--- src/rtl/wb_merge_stage.sv ---
// wb_merge_stage: writeback merge stage feeding the single write port of the
// register file. ALU and load results are pushed into a small in-order FIFO
// so that same-cycle collisions never lose a write. The head entry drains
// through a registered output, one entry per cycle.
//
// Optional feature: define WB_MERGE_FWD_EN to add two combinational
// forwarding lookup ports that search the FIFO and the output register.
//
// Handshake: a source transfers on a rising edge where valid && ready.
// Ready is computed from registered occupancy (plus mem_valid for the ALU
// side, because the load path has priority) and never from the source's own
// valid. A pop in the same cycle gives no credit, so the FIFO cannot overflow.
module wb_merge_stage #(
    parameter int DATA_W = 16,
    parameter int ADDR_W = 3,
    parameter int DEPTH  = 4     // power of 2, >= 2
) (
    input  logic                     clk,
    input  logic                     rst,

    input  logic                     alu_valid,
    output logic                     alu_ready,
    input  logic [ADDR_W-1:0]        alu_dest,
    input  logic [DATA_W-1:0]        alu_data,

    input  logic                     mem_valid,
    output logic                     mem_ready,
    input  logic [ADDR_W-1:0]        mem_dest,
    input  logic [DATA_W-1:0]        mem_data,

    output logic                     reg_write_en,
    output logic [ADDR_W-1:0]        reg_write_dest,
    output logic [DATA_W-1:0]        reg_write_data,

    output logic [$clog2(DEPTH):0]   count,
    output logic                     pending
`ifdef WB_MERGE_FWD_EN
    ,
    input  logic [ADDR_W-1:0]        fwd_addr_1,
    output logic                     fwd_hit_1,
    output logic [DATA_W-1:0]        fwd_data_1,
    input  logic [ADDR_W-1:0]        fwd_addr_2,
    output logic                     fwd_hit_2,
    output logic [DATA_W-1:0]        fwd_data_2
`endif
);

    // Pointer width and occupancy width (occupancy must be able to hold DEPTH).
    localparam int PW = $clog2(DEPTH);
    localparam int CW = PW + 1;

    // FIFO storage. Contents are don't-care until written, so no reset.
    logic [ADDR_W-1:0] r_dest_mem [DEPTH];
    logic [DATA_W-1:0] r_data_mem [DEPTH];

    // FIFO control state.
    logic [PW-1:0]     r_wptr;
    logic [PW-1:0]     r_rptr;
    logic [CW-1:0]     r_count;

    // Registered output toward the register file.
    logic              r_out_en;
    logic [ADDR_W-1:0] r_out_dest;
    logic [DATA_W-1:0] r_out_data;

    // Handshake and datapath control.
    logic              w_mem_ready;
    logic              w_alu_ready;
    logic [CW:0]       w_alu_need;
    logic              w_mem_fire;
    logic              w_alu_fire;
    logic              w_push_mem;
    logic              w_push_alu;
    logic              w_pop;
    logic [PW-1:0]     w_alu_wptr;

    // Load path only needs one free slot. The ALU needs a slot beyond the one
    // a simultaneous load would take, so mem_valid is added to its occupancy.
    assign w_mem_ready = (r_count <= CW'(DEPTH - 1));
    assign w_alu_need  = {1'b0, r_count} + {{CW{1'b0}}, mem_valid};
    assign w_alu_ready = (w_alu_need <= {1'b0, CW'(DEPTH - 1)});

    assign w_mem_fire  = mem_valid & w_mem_ready;
    assign w_alu_fire  = alu_valid & w_alu_ready;

    // Writes to r0 complete their handshake but are dropped here: r0 is
    // hard-wired to zero, so queuing them would only waste a slot.
    assign w_push_mem  = w_mem_fire & (mem_dest != '0);
    assign w_push_alu  = w_alu_fire & (alu_dest != '0);

    // One pop per cycle whenever anything is queued.
    assign w_pop       = (r_count != '0);

    // When both push on the same edge the load goes first, so the ALU entry
    // lands one slot behind it.
    assign w_alu_wptr  = r_wptr + PW'(w_push_mem);

    // Store incoming entries at the tail (load entry first on a collision).
    always_ff @(posedge clk) begin
        if (w_push_mem) begin
            r_dest_mem[r_wptr] <= mem_dest;
            r_data_mem[r_wptr] <= mem_data;
        end
        if (w_push_alu) begin
            r_dest_mem[w_alu_wptr] <= alu_dest;
            r_data_mem[w_alu_wptr] <= alu_data;
        end
    end

    // Advance pointers (natural wrap, DEPTH is a power of 2) and occupancy.
    always_ff @(posedge clk or posedge rst) begin
        if (rst) begin
            r_wptr  <= '0;
            r_rptr  <= '0;
            r_count <= '0;
        end else begin
            r_wptr  <= r_wptr + PW'(w_push_mem) + PW'(w_push_alu);
            r_rptr  <= r_rptr + PW'(w_pop);
            r_count <= r_count + CW'(w_push_mem) + CW'(w_push_alu) - CW'(w_pop);
        end
    end

    // Move the head entry into the output register; hold dest/data when idle.
    always_ff @(posedge clk or posedge rst) begin
        if (rst) begin
            r_out_en   <= 1'b0;
            r_out_dest <= '0;
            r_out_data <= '0;
        end else if (w_pop) begin
            r_out_en   <= 1'b1;
            r_out_dest <= r_dest_mem[r_rptr];
            r_out_data <= r_data_mem[r_rptr];
        end else begin
            r_out_en   <= 1'b0;
        end
    end

    assign alu_ready      = w_alu_ready;
    assign mem_ready      = w_mem_ready;
    assign reg_write_en   = r_out_en;
    assign reg_write_dest = r_out_dest;
    assign reg_write_data = r_out_data;
    assign count          = r_count;
    assign pending        = (r_count != '0) || r_out_en;

`ifdef WB_MERGE_FWD_EN
    // Youngest-match lookup: the output register is the oldest candidate,
    // then FIFO entries head to tail, so a later match overrides an earlier
    // one. Incoming same-cycle transfers are deliberately not searched.
    // Returns {hit, data}; data is zero on a miss.
    function automatic logic [DATA_W:0] fwd_lookup(input logic [ADDR_W-1:0] addr);
        logic              hit;
        logic [DATA_W-1:0] data;
        logic [PW-1:0]     idx;
        hit  = 1'b0;
        data = '0;
        idx  = '0;
        if (addr != '0) begin
            if (r_out_en && (r_out_dest == addr)) begin
                hit  = 1'b1;
                data = r_out_data;
            end
            for (int i = 0; i < DEPTH; i++) begin
                idx = r_rptr + PW'(i);
                if ((CW'(i) < r_count) && (r_dest_mem[idx] == addr)) begin
                    hit  = 1'b1;
                    data = r_data_mem[idx];
                end
            end
        end
        return {hit, data};
    endfunction

    // Forwarding lookups for both read ports.
    always_comb begin
        {fwd_hit_1, fwd_data_1} = fwd_lookup(fwd_addr_1);
        {fwd_hit_2, fwd_data_2} = fwd_lookup(fwd_addr_2);
    end
`endif

endmodule
--- config.mk ---
export PLATFORM = sky130hd
export DESIGN_NAME = wb_merge_stage
export DESIGN_NICKNAME = d
export VERILOG_FILES = /design/src/rtl/wb_merge_stage.sv
export SDC_FILE = /design/constraint.sdc
export NUM_CORES = 1
export LEC_CHECK = 0
export BUFFER_PORTS_ARGS = -buffer_cell sky130_fd_sc_hd__clkbuf_2
export CAP_MARGIN = 15
export CELL_PAD_IN_SITES_DETAIL_PLACEMENT = 1
export CELL_PAD_IN_SITES_GLOBAL_PLACEMENT = 2
export CORE_MARGIN = 5
export CORE_UTILIZATION = 43
export DETAILED_ROUTE_END_ITERATION = 16
export GPL_TIMING_DRIVEN = 0
export PLACE_DENSITY = 0.87
export SYNTH_ARGS = -nofsm -noshare
export SYNTH_HDL_FRONTEND = slang
export SYNTH_SLANG_ARGS = --single-unit
export TNS_END_PERCENT = 10
--- constraint.sdc ---
create_clock -name clk -period 3.55 [get_ports clk]
set_clock_uncertainty 0.15 [all_clocks]
set_input_delay 0 -clock clk [delete_from_list [all_inputs] [get_ports clk]]
set_output_delay 0 -clock clk [all_outputs]
set_load 0.02 [all_outputs]
==> reports/qor.txt <==
RSZ-0062 raised after global routing - yes
DRT Pass-1 Iters - 4
Gpl congestion - 0.756
Max rail drop VDD - 0.458 mV
Worst-Skew Late Latency - 0.35 ns
TritonCTS Buffers - 9
DR DRC count - 0
Fmax achieved - 0.286 GHz
Largest net degree at the start of global routing - 20
Vias per inst - 5.30
Comb pwr share - 38.0%
First-pass GRT wire length - 18.9 mm
Final nets - 443
Wl on met1 - 4.81 mm
CTS root buffer - clkbuf_16
Met3 routed WL - 411 µm
Tot Pwr - 5260 µW
# IOs - 68
Layout cells sized above 1 - 50.0%
Worst slew pin tran - 1.07 ns
Cell family with most CP delay - compound AO/OA/AOI/OAI gates
Sw frac - 31.6%
Hold Path Class - input pin to asynchronous set/reset pin
H-tree depth - 3
Ant diodes - 0
Row cnt - 39
RR Startpoint - count[2]$_DFF_PP0_
Initial antenna violation count - 0
Critical Path Sink Type - register
Chip Height - 118 µm
Sequential area share after synthesis - 59.4%
Final Setup Violations - 0
Switching power - 1660 µW
Layout filler cell count - 1061
Fraction of power consumed by the clock network - 24.6%
Met2 WL - 6.41 mm
Max Root-Sink Buffers - 2
#FFs+latches synth - 103
Antenna viol nets, final - 0
Syn avg cell area - 18.3 µm²
Beginning of the critical path - count[2]$_DFF_PP0_
Critical-path cell with the highest stage delay - a31o_2
Vias - 2869
Status - completed
Cell Area, Synth - 4980 µm²
CTS sink count - 103
Fin crit share - 98.4%
DP HPWL - 7.20 mm
Worst Path Buf+Inv - 3
Number of global-route vias before repair - 3272
Worst setup path category - register to register
Reg clk slew, reported paths - 0.07 ns
Port Buffer Count - 67
Part of the power in registers - 37.4%
Synth async-reset ratio - 26.2%
Post-route minimum period - 3.49 ns
Top FF cell, synth - edfxtp_1
CP Cell Sequence - inv_1, ha_1, a31oi_1, o311ai_1, inv_1, ha_1, xnor2_2, nor2b_1, and3_1, buf_6, a31o_2
Area Overhead vs Synth - 28.0%
Post-Synthesis Cells - 273
Worst-path fanout max - 19
CTS tree - done
Final Hold Viols - 0
Pwr/cell area - 824 nW/µm²
WL/cell - 21.9 µm
Count of cell types in the netlist - 33
Worst Path Required - 3.38 ns
Core footprint - 11400 µm²
Number of synthesized flops with an enable pin - 76
WL final - 11.8 mm
Width of the die - 118 µm
Post-synthesis net count - 323
CP max stage delay - 0.54 ns
Post-CTS resize count - 0
Starting Density - 43.8%
Setup TNS Final - 0 ns
Top routing layer in use - met4
Leakage - 0.00253 µW
First DRT Iteration DRCs - 146
CP Launch Type - register
Max-slew violation count - 0
Die area - 13800 µm²
Maxcap violations - 0
GR Util All Layers - 17.8%
Internal power - 3600 µW
Slew margin rel. - 27.6%
Grt ovf - 0
Worst path arrival time - 3.32 ns
Ys Warns - 0
sequential cells by signal (all words and copies together) (netlist names):
name            count
count               3
r_data_mem         64
r_dest_mem         12
r_rptr              2
r_wptr              2
reg_write_data     16
reg_write_dest      3
reg_write_en        1
worst reg2reg max path: stages, from the launching register on:
cell      delay (ns)
dfrtp_1         0.48
inv_1           0.07
ha_1            0.18
a31oi_1         0.24
o311ai_1        0.35
inv_1           0.22
ha_1            0.21
xnor2_2         0.13
nor2b_1         0.13
and3_1          0.22
buf_6           0.19
a31o_2          0.55
power by group through the flow:
| stage | clock [µW] | combinational [µW] | sequential (µW) |
|---|---|---|---|
| floorplan | 0 | 1240 | 2100 |
| global placement | 0 | 1870 | 1970 |
| detailed placement | 0 | 1980 | 1990 |
| CTS | 1300 | 2040 | 1970 |
| global route | 1360 | 2170 | 2010 |
| finish | 1290 | 2000 | 1970 |
cell families after synthesis:
kind of cell | synth area share (%)
mux | 31.5
simple gates | 1.38
buf+inv | 3.01
xor+xnor | 0.854
compound gates | 1.58
flops | 59.4
fa+ha+maj | 2.31
placed cells by master, fill, tap and decap left out, types with 6 or more instances in the layout:
cell type / netlist / final
mux2_4: 19 / 19
ha_1: 6 / 6
mux2_2: 57 / 57
clkbuf_2: 0 / 67
dfrtp_1: 27 / 27
mux4_2: 19 / 19
inv_1: 11 / 11
mux2_1: 19 / 19
dlygate4sd3_1: 0 / 39
buf_6: 6 / 6
edfxtp_1: 76 / 76
clkbuf_16: 0 / 9
layer usage:
metal  global-route usage [%]  vias to the layer above
li1                         -                     1311
met1                     21.0                     1480
met2                     31.9                       64
met3                     3.70                       14
met4                     6.38                        0
met5                        0                        -
layout make-up:
type | count | area [µm²] | share of cell area, %
flip-flops and latches | 103 | 2960 | 46.4
multi-input cells | 145 | 1900 | 29.8
repair buffers | 109 | 796 | 12.5
clock buffers | 10 | 239 | 3.75
well taps | 143 | 179 | 2.81
clock inverters | 6 | 155 | 2.43
plain buffers | 14 | 109 | 1.71
inverters | 11 | 41.3 | 0.647
final timing paths:
| check | end | slack [ns] | cells past startpoint |
|---|---|---|---|
| setup reg to reg | r_data_mem[3][7]$_DFFE_PP_ | 0.06 | 11 |
| min in group clk | r_wptr[0]$_DFF_PP0_ | 0.13 | 4 |
| hold reg to reg | reg_write_data[1]$_DFFE_PP0N_ | 0.36 | 1 |
| max in group asynchronous | reg_write_dest[0]$_DFFE_PP0N_ | 2.76 | 4 |
| hold / removal | reg_write_data[5]$_DFFE_PP0N_ | 0.02 | 3 |
| setup / recovery | r_data_mem[3][7]$_DFFE_PP_ | 0.06 | 11 |
synthesized netlist by cell type, drive strengths merged, types with 2 or more instances:
cell type	instances	area share, %
mux2	95	23
edfxtp	76	46
dfrtp	27	14
mux4	19	8.6
buf	11	2.0
inv	11	0.83
ha	6	1.5
clkbuf	3	0.23
a31o	2	0.35
fa	2	0.80
o31ai	2	0.30
xnor2	2	0.50
xor2	2	0.35
timing repair:
item / in CTS / in global routing
hold buffers: 39 / 0
endpoints found under the setup margin: 0 / 38
buffers inserted: 0 / 0
endpoints found under the hold margin: 103 / 0
through the flow:
step / utilization [%] / hold WS (ns) / worst slack [ns] / std cells / area, µm²
floorplan: - / -0.0973 / -0.0522 / 273 / 4980
global placement: 48.3 / 0.183 / -0.965 / 483 / 5500
detailed placement: 49.2 / -0.143 / 0.0307 / 486 / 5590
CTS: 56.1 / 0.0411 / 0.0159 / 541 / 6380
global route: 56.1 / 0.0630 / -0.192 / 541 / 6380
finish: 56.1 / 0.0235 / 0.0578 / 541 / 6380
Note: power is estimated with default switching activity, not from simulation.
